[src/rtl/fm_eg_seq.sv]
// fm_eg_seq: self-sequencing FM envelope generator.
// A sample strobe sweeps all operator slots, one slot per clock. Each slot keeps
// its own ADSR stage, rate counter, envelope and previous key-on bit. The bench
// presents the slot parameters for op_sel in the same cycle. A registered
// attenuation is emitted one cycle later.
module fm_eg_seq #(
    parameter int unsigned NUM_OPS = 36,
    parameter int unsigned OP_W    = 6,
    parameter int unsigned ENV_W   = 9,
    parameter int unsigned CNT_W   = 15
) (
    input  logic             clk,
    input  logic             reset,
    input  logic             sample_strobe,
    output logic [OP_W-1:0]  op_sel,
    input  logic [3:0]       ar,
    input  logic [3:0]       dr,
    input  logic [3:0]       sl,
    input  logic [3:0]       rr,
    input  logic [5:0]       tl,
    input  logic [2:0]       block,
    input  logic [9:0]       fnum,
    input  logic             nts,
    input  logic             ksr,
    input  logic             kon,
    input  logic             sus,
    input  logic             am,
    input  logic [1:0]       ksl,
    input  logic             op_reset,
    input  logic [5:0]       am_val,
    output logic [ENV_W-1:0] env,
    output logic [OP_W-1:0]  env_op,
    output logic             env_valid,
    output logic             done,
    output logic             busy,
    output logic             overrun
);

    localparam logic [1:0] ST_INIT = 2'd0;
    localparam logic [1:0] ST_IDLE = 2'd1;
    localparam logic [1:0] ST_RUN  = 2'd2;

    localparam logic [1:0] STG_ATTACK  = 2'd0;
    localparam logic [1:0] STG_DECAY   = 2'd1;
    localparam logic [1:0] STG_SUSTAIN = 2'd2;
    localparam logic [1:0] STG_RELEASE = 2'd3;

    localparam logic [ENV_W-1:0] ENV_MAX   = {ENV_W{1'b1}};
    localparam logic [OP_W-1:0]  LAST_SLOT = OP_W'(NUM_OPS - 1);

    // Per-slot state
    logic [1:0]         stage_mem [NUM_OPS];
    logic [CNT_W-1:0]   cnt_mem   [NUM_OPS];
    logic [ENV_W-1:0]   env_mem   [NUM_OPS];
    logic [NUM_OPS-1:0] kon_prev_mem;

    logic [1:0]      state;
    logic [OP_W-1:0] slot;

    // Key handling and rate counter
    logic [1:0]       cur_stage, key_stage;
    logic [ENV_W-1:0] cur_env, key_env;
    logic [CNT_W-1:0] cur_cnt, cnt_step;
    logic [3:0]       stage_rate, rof_full, rof;
    logic [6:0]       rate_sum;
    logic [5:0]       rate;
    logic [CNT_W+2:0] step, cnt_sum;
    logic [2:0]       ovf;

    // Envelope update
    logic [ENV_W+2:0] atk_prod;
    logic [ENV_W-1:0] atk_dec;
    logic [ENV_W:0]   env_inc;
    logic [ENV_W-1:0] env_inc_sat;
    logic [4:0]       sus_lvl;
    logic [1:0]       next_stage;
    logic [ENV_W-1:0] next_env;
    logic [CNT_W-1:0] next_cnt;

    // Attenuation
    logic [6:0]       ksl_rom;
    logic [8:0]       ksl_pos, ksl_neg, eg_ksl, eg_ksl_sh;
    logic [3:0]       oct_gap;
    logic [9:0]       lvl;
    logic [ENV_W+1:0] att_sum;
    logic [ENV_W-1:0] att;

    logic unused_bits;
    assign unused_bits = ^{fnum[5:0], atk_prod[2:0]};

    assign op_sel = slot;
    assign busy   = (state != ST_IDLE);

    // Key-on edge handling, stage rate selection and rate counter advance
    always_comb begin
        cur_stage = stage_mem[slot];
        cur_env   = env_mem[slot];
        cur_cnt   = cnt_mem[slot];
        key_stage = cur_stage;
        key_env   = cur_env;
        if (!kon) begin
            key_stage = STG_RELEASE;
        end else if (!kon_prev_mem[slot]) begin
            // Retrigger from any stage; rate 15 attack jumps straight to zero
            key_stage = STG_ATTACK;
            if (ar == 4'hf) key_env = '0;
        end

        case (key_stage)
            STG_ATTACK:  stage_rate = ar;
            STG_DECAY:   stage_rate = dr;
            STG_SUSTAIN: stage_rate = sus ? 4'd0 : rr;
            default:     stage_rate = rr;
        endcase

        rof_full = {block, nts ? fnum[8] : fnum[9]};
        rof      = ksr ? rof_full : (rof_full >> 2);
        rate_sum = {3'b000, rof} + {1'b0, stage_rate, 2'b00};
        rate     = (rate_sum > 7'd63) ? 6'd63 : rate_sum[5:0];
        step     = (CNT_W+3)'({1'b1, rate[1:0]}) << rate[5:2];
        cnt_sum  = {3'b000, cur_cnt} + step;
        if (stage_rate != 4'd0) begin
            ovf      = cnt_sum[CNT_W+2:CNT_W];
            cnt_step = cnt_sum[CNT_W-1:0];
        end else begin
            ovf      = 3'd0;
            cnt_step = cur_cnt;
        end
    end

    // ADSR stage transition and envelope step
    always_comb begin
        atk_prod    = (ENV_W+3)'(key_env) * (ENV_W+3)'(ovf);
        atk_dec     = atk_prod[ENV_W+2:3] + ENV_W'(1);
        env_inc     = {1'b0, key_env} + (ENV_W+1)'(ovf);
        env_inc_sat = env_inc[ENV_W] ? ENV_MAX : env_inc[ENV_W-1:0];
        sus_lvl     = (sl == 4'hf) ? 5'd31 : {1'b0, sl};

        next_stage = key_stage;
        next_env   = key_env;
        next_cnt   = cnt_step;
        case (key_stage)
            STG_ATTACK: begin
                if (key_env == '0) begin
                    next_stage = STG_DECAY;
                end else if (ovf != 3'd0) begin
                    next_env = (key_env >= atk_dec) ? (key_env - atk_dec) : '0;
                end
            end
            STG_DECAY: begin
                if (key_env[ENV_W-1:ENV_W-5] >= sus_lvl) next_stage = STG_SUSTAIN;
                else next_env = env_inc_sat;
            end
            default: next_env = env_inc_sat;
        endcase

        if (op_reset) begin
            next_stage = STG_RELEASE;
            next_env   = ENV_MAX;
            next_cnt   = '0;
        end
    end

    // Total attenuation: envelope + total level + key-scale level + tremolo
    always_comb begin
        case (fnum[9:6])
            4'd0:    ksl_rom = 7'd0;
            4'd1:    ksl_rom = 7'd32;
            4'd2:    ksl_rom = 7'd40;
            4'd3:    ksl_rom = 7'd45;
            4'd4:    ksl_rom = 7'd48;
            4'd5:    ksl_rom = 7'd51;
            4'd6:    ksl_rom = 7'd53;
            4'd7:    ksl_rom = 7'd55;
            4'd8:    ksl_rom = 7'd56;
            4'd9:    ksl_rom = 7'd58;
            4'd10:   ksl_rom = 7'd59;
            4'd11:   ksl_rom = 7'd60;
            4'd12:   ksl_rom = 7'd61;
            4'd13:   ksl_rom = 7'd62;
            4'd14:   ksl_rom = 7'd63;
            default: ksl_rom = 7'd64;
        endcase
        ksl_pos = {ksl_rom, 2'b00};
        oct_gap = 4'd8 - {1'b0, block};
        ksl_neg = {oct_gap, 5'b00000};
        eg_ksl  = (ksl_pos > ksl_neg) ? (ksl_pos - ksl_neg) : '0;
        case (ksl)
            2'd0:    eg_ksl_sh = eg_ksl >> 8;
            2'd1:    eg_ksl_sh = eg_ksl >> 1;
            2'd2:    eg_ksl_sh = eg_ksl >> 2;
            default: eg_ksl_sh = eg_ksl;
        endcase
        lvl     = {2'b00, tl, 2'b00} + {1'b0, eg_ksl_sh};
        att_sum = (ENV_W+2)'(next_env) + ((ENV_W+2)'(lvl) << (ENV_W - 9))
                + (am ? ((ENV_W+2)'(am_val) << (ENV_W - 9)) : '0);
        att     = (|att_sum[ENV_W+1:ENV_W]) ? ENV_MAX : att_sum[ENV_W-1:0];
    end

    // Sequencer: INIT clear sweep, IDLE wait, RUN slot walk; sticky overrun
    always_ff @(posedge clk) begin
        if (reset) begin
            state   <= ST_INIT;
            slot    <= '0;
            overrun <= 1'b0;
        end else begin
            if (sample_strobe && (state != ST_IDLE)) overrun <= 1'b1;
            case (state)
                ST_INIT: begin
                    if (slot == LAST_SLOT) begin
                        state <= ST_IDLE;
                        slot  <= '0;
                    end else begin
                        slot <= slot + OP_W'(1);
                    end
                end
                ST_IDLE: begin
                    if (sample_strobe) begin
                        state <= ST_RUN;
                        slot  <= '0;
                    end
                end
                ST_RUN: begin
                    if (slot == LAST_SLOT) begin
                        state <= ST_IDLE;
                        slot  <= '0;
                    end else begin
                        slot <= slot + OP_W'(1);
                    end
                end
                default: begin
                    state <= ST_INIT;
                    slot  <= '0;
                end
            endcase
        end
    end

    // Slot state write-back: defaults during INIT, updated state during RUN
    always_ff @(posedge clk) begin
        if (!reset) begin
            if (state == ST_INIT) begin
                stage_mem[slot]    <= STG_RELEASE;
                env_mem[slot]      <= ENV_MAX;
                cnt_mem[slot]      <= '0;
                kon_prev_mem[slot] <= 1'b0;
            end else if (state == ST_RUN) begin
                stage_mem[slot]    <= next_stage;
                env_mem[slot]      <= next_env;
                cnt_mem[slot]      <= next_cnt;
                kon_prev_mem[slot] <= kon;
            end
        end
    end

    // Registered attenuation output; done coincides with the last slot's valid
    always_ff @(posedge clk) begin
        if (reset) begin
            env       <= '0;
            env_op    <= '0;
            env_valid <= 1'b0;
            done      <= 1'b0;
        end else begin
            env_valid <= (state == ST_RUN);
            done      <= (state == ST_RUN) && (slot == LAST_SLOT);
            if (state == ST_RUN) begin
                env    <= att;
                env_op <= slot;
            end
        end
    end

endmodule
[config.mk]
export PLATFORM = sky130hd
export DESIGN_NAME = fm_eg_seq
export DESIGN_NICKNAME = d
export VERILOG_FILES = /design/src/rtl/fm_eg_seq.sv
export SDC_FILE = /design/constraint.sdc
export NUM_CORES = 1
export LEC_CHECK = 0
export ABC_AREA = 0
export ABC_CLOCK_PERIOD_IN_PS = 36500
export CELL_PAD_IN_SITES_DETAIL_PLACEMENT = 1
export CELL_PAD_IN_SITES_GLOBAL_PLACEMENT = 2
export CORE_MARGIN = 5
export CORE_UTILIZATION = 35
export DETAILED_ROUTE_END_ITERATION = 12
export PLACE_DENSITY_LB_ADDON = 0.1
export SLEW_MARGIN = 40
export SYNTH_ARGS = -nofsm -noshare
export SYNTH_HDL_FRONTEND = slang
export SYNTH_SLANG_ARGS = --single-unit
[constraint.sdc]
create_clock -name clk -period 36.5 [get_ports clk]
set_clock_uncertainty 0.15 [all_clocks]
set_input_delay 7.3 -clock clk [delete_from_list [all_inputs] [get_ports clk]]
set_output_delay 7.3 -clock clk [all_outputs]
set_load 0.02 [all_outputs]
# Word-level counts from Yosys, hierarchy flattened
# Memory sizes are Yosys's and may differ from the RTL's. A register that Yosys moved wholly into a read port is not among the register bits.
# Cells that the tools add are included.
dict set report totals {
  n_memories 4
  ramBits 936
  out_inout_bits 25
  elab_cells 121
  in_bits 52
  reg_bits 62
  romBits 112
}
# memory words word_bits rd rd_clocked_by_memory_dff wr line
set memory_table {}
lappend memory_table {cnt_mem 36 15 1 1 1 53} ;# logic [CNT_W-1:0] cnt_mem [NUM_OPS];
lappend memory_table {env_mem 36 9 1 1 1 54} ;# logic [ENV_W-1:0] env_mem [NUM_OPS];
lappend memory_table {{(name not given)} 16 7 1 0 0 166} ;# case (fnum[9:6])
lappend memory_table {stage_mem 36 2 1 1 1 52} ;# logic [1:0] stage_mem [NUM_OPS];
dict set report op_classes {
  mux 58
  addsub 11
  n_shift 1
  n_bitwise 6
  magnitude_cmp 6
  n_reduce_logical 14
  multipliers 1
  n_eq_ne 12
}
# cell count
set op_table {}
lappend op_table {{9-bit 2-to-1 mux} 12}
lappend op_table {{36-bit 2-to-1 mux} 2}
lappend op_table {{6-bit 2-to-1 mux} 10}
lappend op_table {{15-bit 2-to-1 mux} 3}
lappend op_table {{36-bit AND} 1}
lappend op_table {{36-bit bitwise mux} 1}
lappend op_table {{36-bit NOT} 1}
lappend op_table {{9-bit case mux with 3 select lines} 1}
lappend op_table {{15-bit by 18-bit adder with 18-bit output} 1}
lappend op_table {{9-bit case mux with 2 select lines} 1}
lappend op_table {{3-bit by 4-bit << shifter with 18-bit output} 1}
lappend op_table {{9-bit subtractor} 2}
lappend op_table {{2-bit 2-to-1 mux} 8}
lappend op_table {{9-bit by 3-bit multiplier with 12-bit output} 1}
lappend op_table {{4-bit case mux with 3 select lines} 1}
lappend op_table {{6-bit case mux with 2 select lines} 1}
lappend op_table {{11-bit by 6-bit adder with 11-bit output} 1}
lappend op_table {{9-bit by 10-bit adder with 11-bit output} 1}
lappend op_table {{8-bit by 9-bit adder with 10-bit output} 1}
lappend op_table {{9-bit by 3-bit adder with 10-bit output} 1}
lappend op_table {{1-bit 2-to-1 mux} 10}
lappend op_table {{9-bit by 1-bit adder with 9-bit output (second input constant)} 1}
lappend op_table {{9-bit >= comparator} 1}
lappend op_table {{9-bit greater-than comparator} 1}
lappend op_table {{29 further kinds} 45}

# Longest topological paths before layout
# Gate-level depths: netlist of the first run.
dict set report logic_depth {
  ltp_word 24
  mapped_depth 74
  ltp_nobuf 69
}

# Least setup slack after synthesis of the first run
# No wires, ideal clock.
dict set report synth_path {
  kind {input port to flip-flop}
  startpoint {input kon}
  endpoint {register env[4]}
  setup_time_ns 0.133
  arrival_time_ns 20.667
  n_path_buf 3
  setup_slack_ns 15.550
  required_time_ns 36.217
  cell_stages 65
  path_cell_list {clkbuf_1 -> inv_1 -> or3_1 -> o41a_1 -> nor3_1 -> a222oi_1 -> inv_1 -> ha_1 -> fa_1 -> inv_1 -> nand2_1 -> mux2i_2 -> clkbuf_1 -> nand3_1 -> or2_2 -> fa_1 -> nor2b_1 -> o21ai_0 -> [29 not listed] -> a221o_1 -> a31oi_1 -> o311ai_0 -> o211a_1 -> or2_2 -> fa_1 -> fa_1 -> ha_1 -> fa_1 -> a21o_1 -> a21oi_1 -> o21bai_1 -> a21oi_1 -> nand4_1 -> o21ai_0 -> nand2_1 -> nor2_1 -> a21oi_1}
}
dict set report synth_between {
  elab_chain_len 21
  word_cells_on_any_way 32
  cone_classes {add/sub: 7; mul: 1; order compare: 3; eq/ne: 2; shift: 1; mux: 13; reduce/logical: 5}
}
# element line
set synth_lines {}
lappend synth_lines {{start, declared} 25} ;# input logic kon,
lappend synth_lines {{2-bit 2-to-1 mux} 101} ;# if (!kon) begin
lappend synth_lines {{2-bit == test, or another cell as far along} 109} ;# case (key_stage)
lappend synth_lines {{4-bit case mux with 3 select lines} 109}
lappend synth_lines {{4-bit by 6-bit adder with 7-bit output} 118} ;# rate_sum = {3'b000, rof} + {1'b0, stage_rate, 2'b00};
lappend synth_lines {{7-bit by 6-bit greater-than comparator with 1-bit output} 119} ;# rate = (rate_sum > 7'd63) ? 6'd63 : rate_sum[5:0];
lappend synth_lines {{6-bit 2-to-1 mux} 119}
lappend synth_lines {{3-bit by 4-bit << shifter with 18-bit output} 120} ;# step = (CNT_W+3)'({1'b1, rate[1:0]}) << rate[5:2];
lappend synth_lines {{15-bit by 18-bit adder with 18-bit output} 121} ;# cnt_sum = {3'b000, cur_cnt} + step;
lappend synth_lines {{[5 not listed]} --}
lappend synth_lines {{9-bit 2-to-1 mux} 146} ;# end else if (ovf != 3'd0) begin
lappend synth_lines {{9-bit 2-to-1 mux} 144} ;# if (key_env == '0) begin
lappend synth_lines {{9-bit case mux with 2 select lines (*)} 142} ;# case (key_stage)
lappend synth_lines {{9-bit 2-to-1 mux (*)} 157} ;# if (op_reset) begin
lappend synth_lines {{9-bit by 10-bit adder with 11-bit output (*)} 195} ;# att_sum = (ENV_W+2)'(next_env) + ((ENV_W+2)'(lvl) << (ENV_W - 9))
lappend synth_lines {{11-bit by 6-bit adder with 11-bit output (*)} 196} ;# + (am ? ((ENV_W+2)'(am_val) << (ENV_W - 9)) : '0);
lappend synth_lines {{2-bit OR reduction} 197} ;# att = (|att_sum[ENV_W+1:ENV_W]) ? ENV_MAX : att_sum[ENV_W-1:0];
lappend synth_lines {{9-bit 2-to-1 mux (*)} 197}
lappend synth_lines {{end signal, assigned} 267} ;# env <= att;
lappend synth_lines {{end, declared} 31} ;# output logic [ENV_W-1:0] env,
# Every way passes the cells marked *; elsewhere a longest branch is shown, timed or not.
# A chain may end at the register's enable or synchronous reset.

# Worst setup path in the final report of the first run
# Ends and elaborated chain as after synthesis.

==> results.py, run 1 <==
metrics = {
    "sta": {
        "relSlewSlack_pct": 44.54,
        "hold_viol": 0,
        "setup_tns_ns": 0,
        "fmax_mhz": 41.16,
        "setup_viol": 0,
        "tightest_slew_ns": 0.8259,
        "min_period_over_period_pct": 66.57,
        "rsz0062_at_grt": "no",
        "report.final.slew_viol_count": 0,
        "period_needed_ns": 24.30,
    },
    "clocking": {
        "clk_latency_ns": 0.71,
        "holdBufCountCts": 0,
        "clkTransAtPathRegs_ns": 0.06,
        "clock-root-buffer": "clkbuf_16",
        "htree_levels": 3,
        "postCtsSetupRepairBufs": 0,
        "cts_tree": "done",
        "cts_made_buffers": 110,
        "cts_buffer_depth": 3,
        "cts_num_sinks": 1004,
        "ctsResizeCount": 0,
    },
    "global_route": {
        "first_global_vias": 26070,
        "grt_max_degree": 109,
        "grt_util_all_layers_pct": 19.47,
        "antenna_found_initial": 2,
        "grt_pass1_wl_um": 187200,
        "gr-total-overflow": 0,
    },
    "layout": {
        "drive_gt1_share_pct": 21.47,
        "multi_input_area_um2": 13770,
        "final.fill_count": 12250,
        "layout_common_cells": "edfxtp_1, mux4_2, nand2_1",
        "seq_area_um2": 29840,
        "area.growth.synth_to_final_pct": 15.34,
        "final_common_cell": "edfxtp_1",
        "stdcell_count": 4460,
        "final_nets": 2865,
    },
    "power_and_ir_drop": {
        "swShare_pct": 26.13,
        "internal_power_mw": 2.043,
        "leakage_nw": 17.92,
        "switchingPower_uw": 722.5,
        "p_total_mw": 2.765,
        "p_clk_share_pct": 38.6,
        "seqPwrFrac_pct": 45.6,
        "p_per_area_nw_per_um2": 54.52,
        "p_comb_share_pct": 15.9,
        "peakVddDrop_mv": 0.03217,
    },
    "outcome": {
        "status": "finished clean",
    },
    "routing": {
        "num_vias": 24410,
        "drc_errors": 0,
        "drt_iter0_drc": 1982,
        "viasPerCell": 5.472,
        "routed_wl_um": 129600,
        "wl_per_cell_um": 29.06,
        "dr.pass1.iters": 5,
        "ant_nets": 0,
    },
    "synth": {
        "ys_dominant_reg_cell": "edfxtp_1",
        "yosysSeqAreaShare_pct": 67.83,
        "syn_inst": 2590,
        "synthArstFlopShare_pct": 0,
        "ys_ff_latch": 1004,
        "synth_edf_count": 972,
        "avgSynthCellArea_um2": 16.98,
        "netlist_area_um2": 43970,
        "synth_warnings": 0,
        "synth_nets": 2736,
        "ys_types": 79,
    },
    "die": {
        "rows": 130,
        "die_area_um2": 132800,
        "num_io_pins": 77,
        "initial_core_util_pct": 35.11,
        "die_h_um": 364.5,
        "die_x_um": 364.5,
        "core_area_um2": 125200,
    },
    "placed_design": {
        "place_inst": 4256,
        "io_buffers": 70,
        "place_congestion": 0.7744,
        "detailed_place_hpwl_um": 73080,
    },
    "min_path": {
        "min_path_cells": 2,
        "hp-class": "flip-flop to flip-flop",
    },
    "worst_setup_path": {
        "cp-end-kind": "flip-flop",
        "cpMostUsedCell": "fa_1",
        "critical_path_class": "input port to flip-flop",
        "crit_arrival_ns": 24.72,
        "critical-path-max-stage-delay_ns": 0.84,
        "startpoint_type": "input port",
        "worstPathRequired_ns": 36.92,
        "rr_worst_depth": 67,
        "path_max_fanout": 9,
        "slowest_stage": "clkdlybuf4s50_1",
    },
    "run": {
        "maxCapViolations": 0,
    },
}
metrics by stage:
step | cell area, um^2 | util (%) | setup slack, ns | hold WS (ns)
after floorplan | 43970 | - | 15.55 | 0.3793
after detailed placement | 47230 | 37.71 | 11.69 | 0.3093
final | 50720 | 40.50 | 12.20 | 0.3116
after global placement | 47120 | 37.62 | 11.71 | 0.2988
after CTS | 50670 | 40.45 | 12.34 | 0.3177
after global routing | 50720 | 40.50 | 11.23 | 0.3457
critical path, delay by kind of cell:
kind / cells / cell delay (ns)
adder cells (fa/ha/maj): 12 / 4.46
AND/OR/NAND/NOR: 19 / 4.47
buffers and inverters: 7 / 1.86
multiplexers: 1 / 0.34
AO/OA/AOI/OAI: 23 / 5.31
XOR/XNOR: 2 / 0.92
flip-flops by register name, indices dropped and copies added (netlist names), named ones only:
name          count
op_sel            6
done              1
cnt_mem         540
env_valid         1
env               9
state             2
env_mem         324
overrun           1
kon_prev_mem     36
stage_mem        72
env_op            6
power by group through the flow:
stage	sequential (mW)	clock [mW]	combinational (mW)
2_1_floorplan	1.28	0	0.312
6_report	1.26	1.07	0.439
5_1_grt	1.26	1.15	0.488
3_3_place_gp	1.28	0	0.430
4_1_cts	1.26	1.09	0.444
3_5_place_dp	1.29	0	0.439
path summary, 6_finish.rpt:
check        startpoint  slack, ns        end
max                 kon      12.20     env[4]
min           env_op[2]       0.31  env_op[2]
max reg2reg   op_sel[0]      17.34     env[4]
min reg2reg   env_op[2]       0.31  env_op[2]
cells in the mapped netlist (13+ instances only):
master,count,area share (%)
xnor2_1,29,0.58
o21ai_0,76,0.86
and2_1,17,0.24
a211oi_1,13,0.22
mux4_2,273,14
edfxtp_1,972,66
nor2b_1,26,0.37
nor2_1,164,1.4
fa_1,27,1.2
nor3_1,32,0.36
a21oi_1,106,1.2
a21o_1,18,0.31
and3_1,19,0.27
buf_2,19,0.22
inv_1,76,0.65
nand3_1,57,0.65
a31oi_1,18,0.26
ha_1,67,1.9
clkbuf_1,88,0.75
mux2i_1,47,1.1
buf_1,21,0.18
nand2b_1,33,0.47
or2_2,13,0.18
dfxtp_1,32,1.5
xor2_1,17,0.34
nand2_1,164,1.4
kinds of logic after synthesis:
family	after synthesis	share of synthesized area, %
and+or+nand+nor	576	6.166
muxes	329	15.29
DFF	1004	67.83
buffers and inverters	206	1.821
xor gates and xnor gates	46	0.9162
adders and majority gates	95	3.158
AOI/OAI and AO/OA	334	4.820
per-layer routing:
metal,track usage [%],wire [um],up-vias
li1,-,-,10580
met1,27.24,58090,13240
met2,33.20,64740,457
met3,2.336,4932,130
met4,3.777,1859,0
met5,0,0,-
area by class of cell:
| type | count | share of cell area [%] |
|---|---|---|
| sequential | 1004 | 58.84 |
| timing repair buffer | 146 | 2.578 |
| antenna | 2 | 0.009867 |
| inverter | 77 | 0.5698 |
| clock buffer | 141 | 5.822 |
| multi-input combinational | 1380 | 27.15 |
| clock inverter | 60 | 0.9596 |
| tap | 1650 | 4.070 |
No activity file was read; power rests on OpenSTA's default activity.
==> run 2, diff against run 1 <==
--- a/config.mk
+++ b/config.mk
@@ -6,7 +6,7 @@
 export NUM_CORES = 1
 export LEC_CHECK = 0
 export ABC_AREA = 0
-export ABC_CLOCK_PERIOD_IN_PS = 36500
+export ABC_CLOCK_PERIOD_IN_PS = 22400
 export CELL_PAD_IN_SITES_DETAIL_PLACEMENT = 1
 export CELL_PAD_IN_SITES_GLOBAL_PLACEMENT = 2
 export CORE_MARGIN = 5
==> constraint.sdc (replaced) <==
create_clock -name clk -period 22.4 [get_ports clk]
set_clock_uncertainty 0.15 [all_clocks]
set_input_delay 4.48 -clock clk [delete_from_list [all_inputs] [get_ports clk]]
set_output_delay 4.48 -clock clk [all_outputs]
set_load 0.02 [all_outputs]
==> run 2 against run 1 <==
Compared with the run above: cell area is 0.15% higher; critical path depth is 3 higher; non-clock buffer count is 8 higher.
==> results.py, run 2 (synthesized netlist as in run 1, its figures left out) <==
metrics = {
    "placed_design": {
        "io_buffers": 70,
        "place_inst": 4264,
        "place_congestion": 0.7744,
        "detailed_place_hpwl_um": 74750,
    },
    "layout": {
        "drive_gt1_share_pct": 21.93,
        "final_nets": 2871,
        "largest_register": "cnt_mem",
        "layout_common_cells": "edfxtp_1, mux4_2, nand2_1",
        "final_common_cell": "edfxtp_1",
        "stdcell_count": 4464,
        "fin_util_pct": 40.56,
        "largest_reg_flops": 540,
        "final.fill_count": 12240,
        "area.growth.synth_to_final_pct": 15.52,
        "largestRegisters": "cnt_mem (540), env_mem (324), stage_mem (72)",
    },
    "power_and_ir_drop": {
        "internal_power_mw": 3.337,
        "peakVddDrop_mv": 0.05675,
        "p_comb_share_pct": 15.9,
        "p_per_area_nw_per_um2": 89.03,
        "switchingPower_mw": 1.185,
        "p_total_mw": 4.523,
        "seqPwrFrac_pct": 45.4,
        "leakage_nw": 17.98,
        "p_clk_share_pct": 38.7,
        "swShare_pct": 26.21,
    },
    "clocking": {
        "clk_latency_ns": 0.71,
        "ctsResizeCount": 0,
        "holdBufCountCts": 0,
        "htree_levels": 3,
        "cts_buffer_depth": 3,
        "cts_num_sinks": 1004,
        "clkTransAtPathRegs_ns": 0.05,
        "postCtsSetupRepairBufs": 0,
        "cts_made_buffers": 108,
        "clock-root-buffer": "clkbuf_16",
        "cts_tree": "done",
    },
    "die": {
        "core_area_um2": 125200,
        "die_h_um": 364.5,
        "die_x_um": 364.5,
        "rows": 130,
        "die_area_um2": 132800,
        "num_io_pins": 77,
        "initial_core_util_pct": 35.11,
    },
    "worst_setup_path": {
        "path_buf_inv": 9,
        "path_max_fanout": 9,
        "startpoint_type": "input port",
        "cp_top_family": "compound AO/OA/AOI/OAI gates",
        "slowest_stage": "or4_1",
        "critical-path-max-stage-delay_ns": 0.73,
        "cp-end-kind": "flip-flop",
        "crit_arrival_ns": 20.87,
        "cpMostUsedCell": "fa_1",
        "critical_path_class": "input port to flip-flop",
        "worstPathRequired_ns": 22.81,
    },
    "global_route": {
        "antenna_found_initial": 4,
        "grt_pass1_wl_um": 187600,
        "gr-total-overflow": 0,
        "grt_max_degree": 54,
        "grt_util_all_layers_pct": 19.64,
        "first_global_vias": 26080,
    },
    "outcome": {
        "status": "finished clean",
    },
    "sta": {
        "rsz0062_at_grt": "no",
        "report.final.slew_viol_count": 0,
        "setup_tns_ns": 0,
        "relSlewSlack_pct": 43.76,
        "setup_viol": 0,
        "period_needed_ns": 20.46,
        "hold_viol": 0,
        "tightest_slew_ns": 0.8436,
        "min_period_over_period_pct": 91.36,
        "fmax_mhz": 48.86,
    },
    "routing": {
        "wl_per_cell_um": 29.24,
        "dr.pass1.iters": 5,
        "routed_wl_um": 130500,
        "drt_iter0_drc": 1946,
        "num_vias": 24520,
        "ant_nets": 0,
        "viasPerCell": 5.492,
        "drc_errors": 0,
    },
    "run": {
        "maxCapViolations": 0,
    },
    "min_path": {
        "hp-class": "flip-flop to flip-flop",
    },
}
==> run 2: cell types whose count changed in the layout (fill, tap and decap cells not counted), moves of 3 or more <==
cell,delta
buf_4,+7
clkinv_1,-4
clkbuf_1,-6
clkinv_2,+5
clkbuf_16,-3
==> run 2: layer usage <==
layer,GRT usage [%],part of all wire [%]
met5,0,0
met2,33.59,50
met4,4.248,1.8
met3,2.669,4.5
met1,26.97,44
==> run 2: per-stage QoR <==
stage / hold WS [ns] / area (um^2) / setup slack, ns
detailed placement: 0.3012 / 47280 / 1.176
CTS: 0.3092 / 50730 / 1.830
finish: 0.3065 / 50800 / 1.935
global placement: 0.2967 / 47160 / 1.508
global route: 0.3366 / 50800 / 0.7483
floorplan: 0.3793 / 43970 / 4.270
==> run 2: cell type report <==
type	count	area, um^2	share of cell area, %
sequential	1004	29840	58.75
tap	1650	2064	4.064
multi-input combinational	1380	13760	27.10
clock inverter	64	574.3	1.131
clock buffer	134	2883	5.675
inverter	77	289.0	0.5690
timing repair buffer	154	1379	2.714
antenna	1	2.502	0.004926
==> run 2: final timing paths <==
check | startpoint | endpoint | slack (ns) | depth (start not counted)
min | env_op[3] | env_op[3] | 0.31 | 2
max reg2reg | flip-flop | env[4] | 4.22 | 70
max | kon | env[4] | 1.94 | 67
min reg2reg | env_op[3] | env_op[3] | 0.31 | 2
==> run 2: power groups by stage <==
stage               clock [mW]  sequential, mW  combinational, mW
finish                    1.75            2.05              0.719
global route              1.88            2.05              0.797
CTS                       1.80            2.05              0.730
detailed placement           0            2.09              0.723
global placement             0            2.09              0.711
floorplan                    0            2.09              0.509
==> run 2: tightest hold or removal path: stages, from the launching register on <==
cell     delay, ns
dfxtp_1       0.31
nand2_1       0.05
a21oi_1       0.05
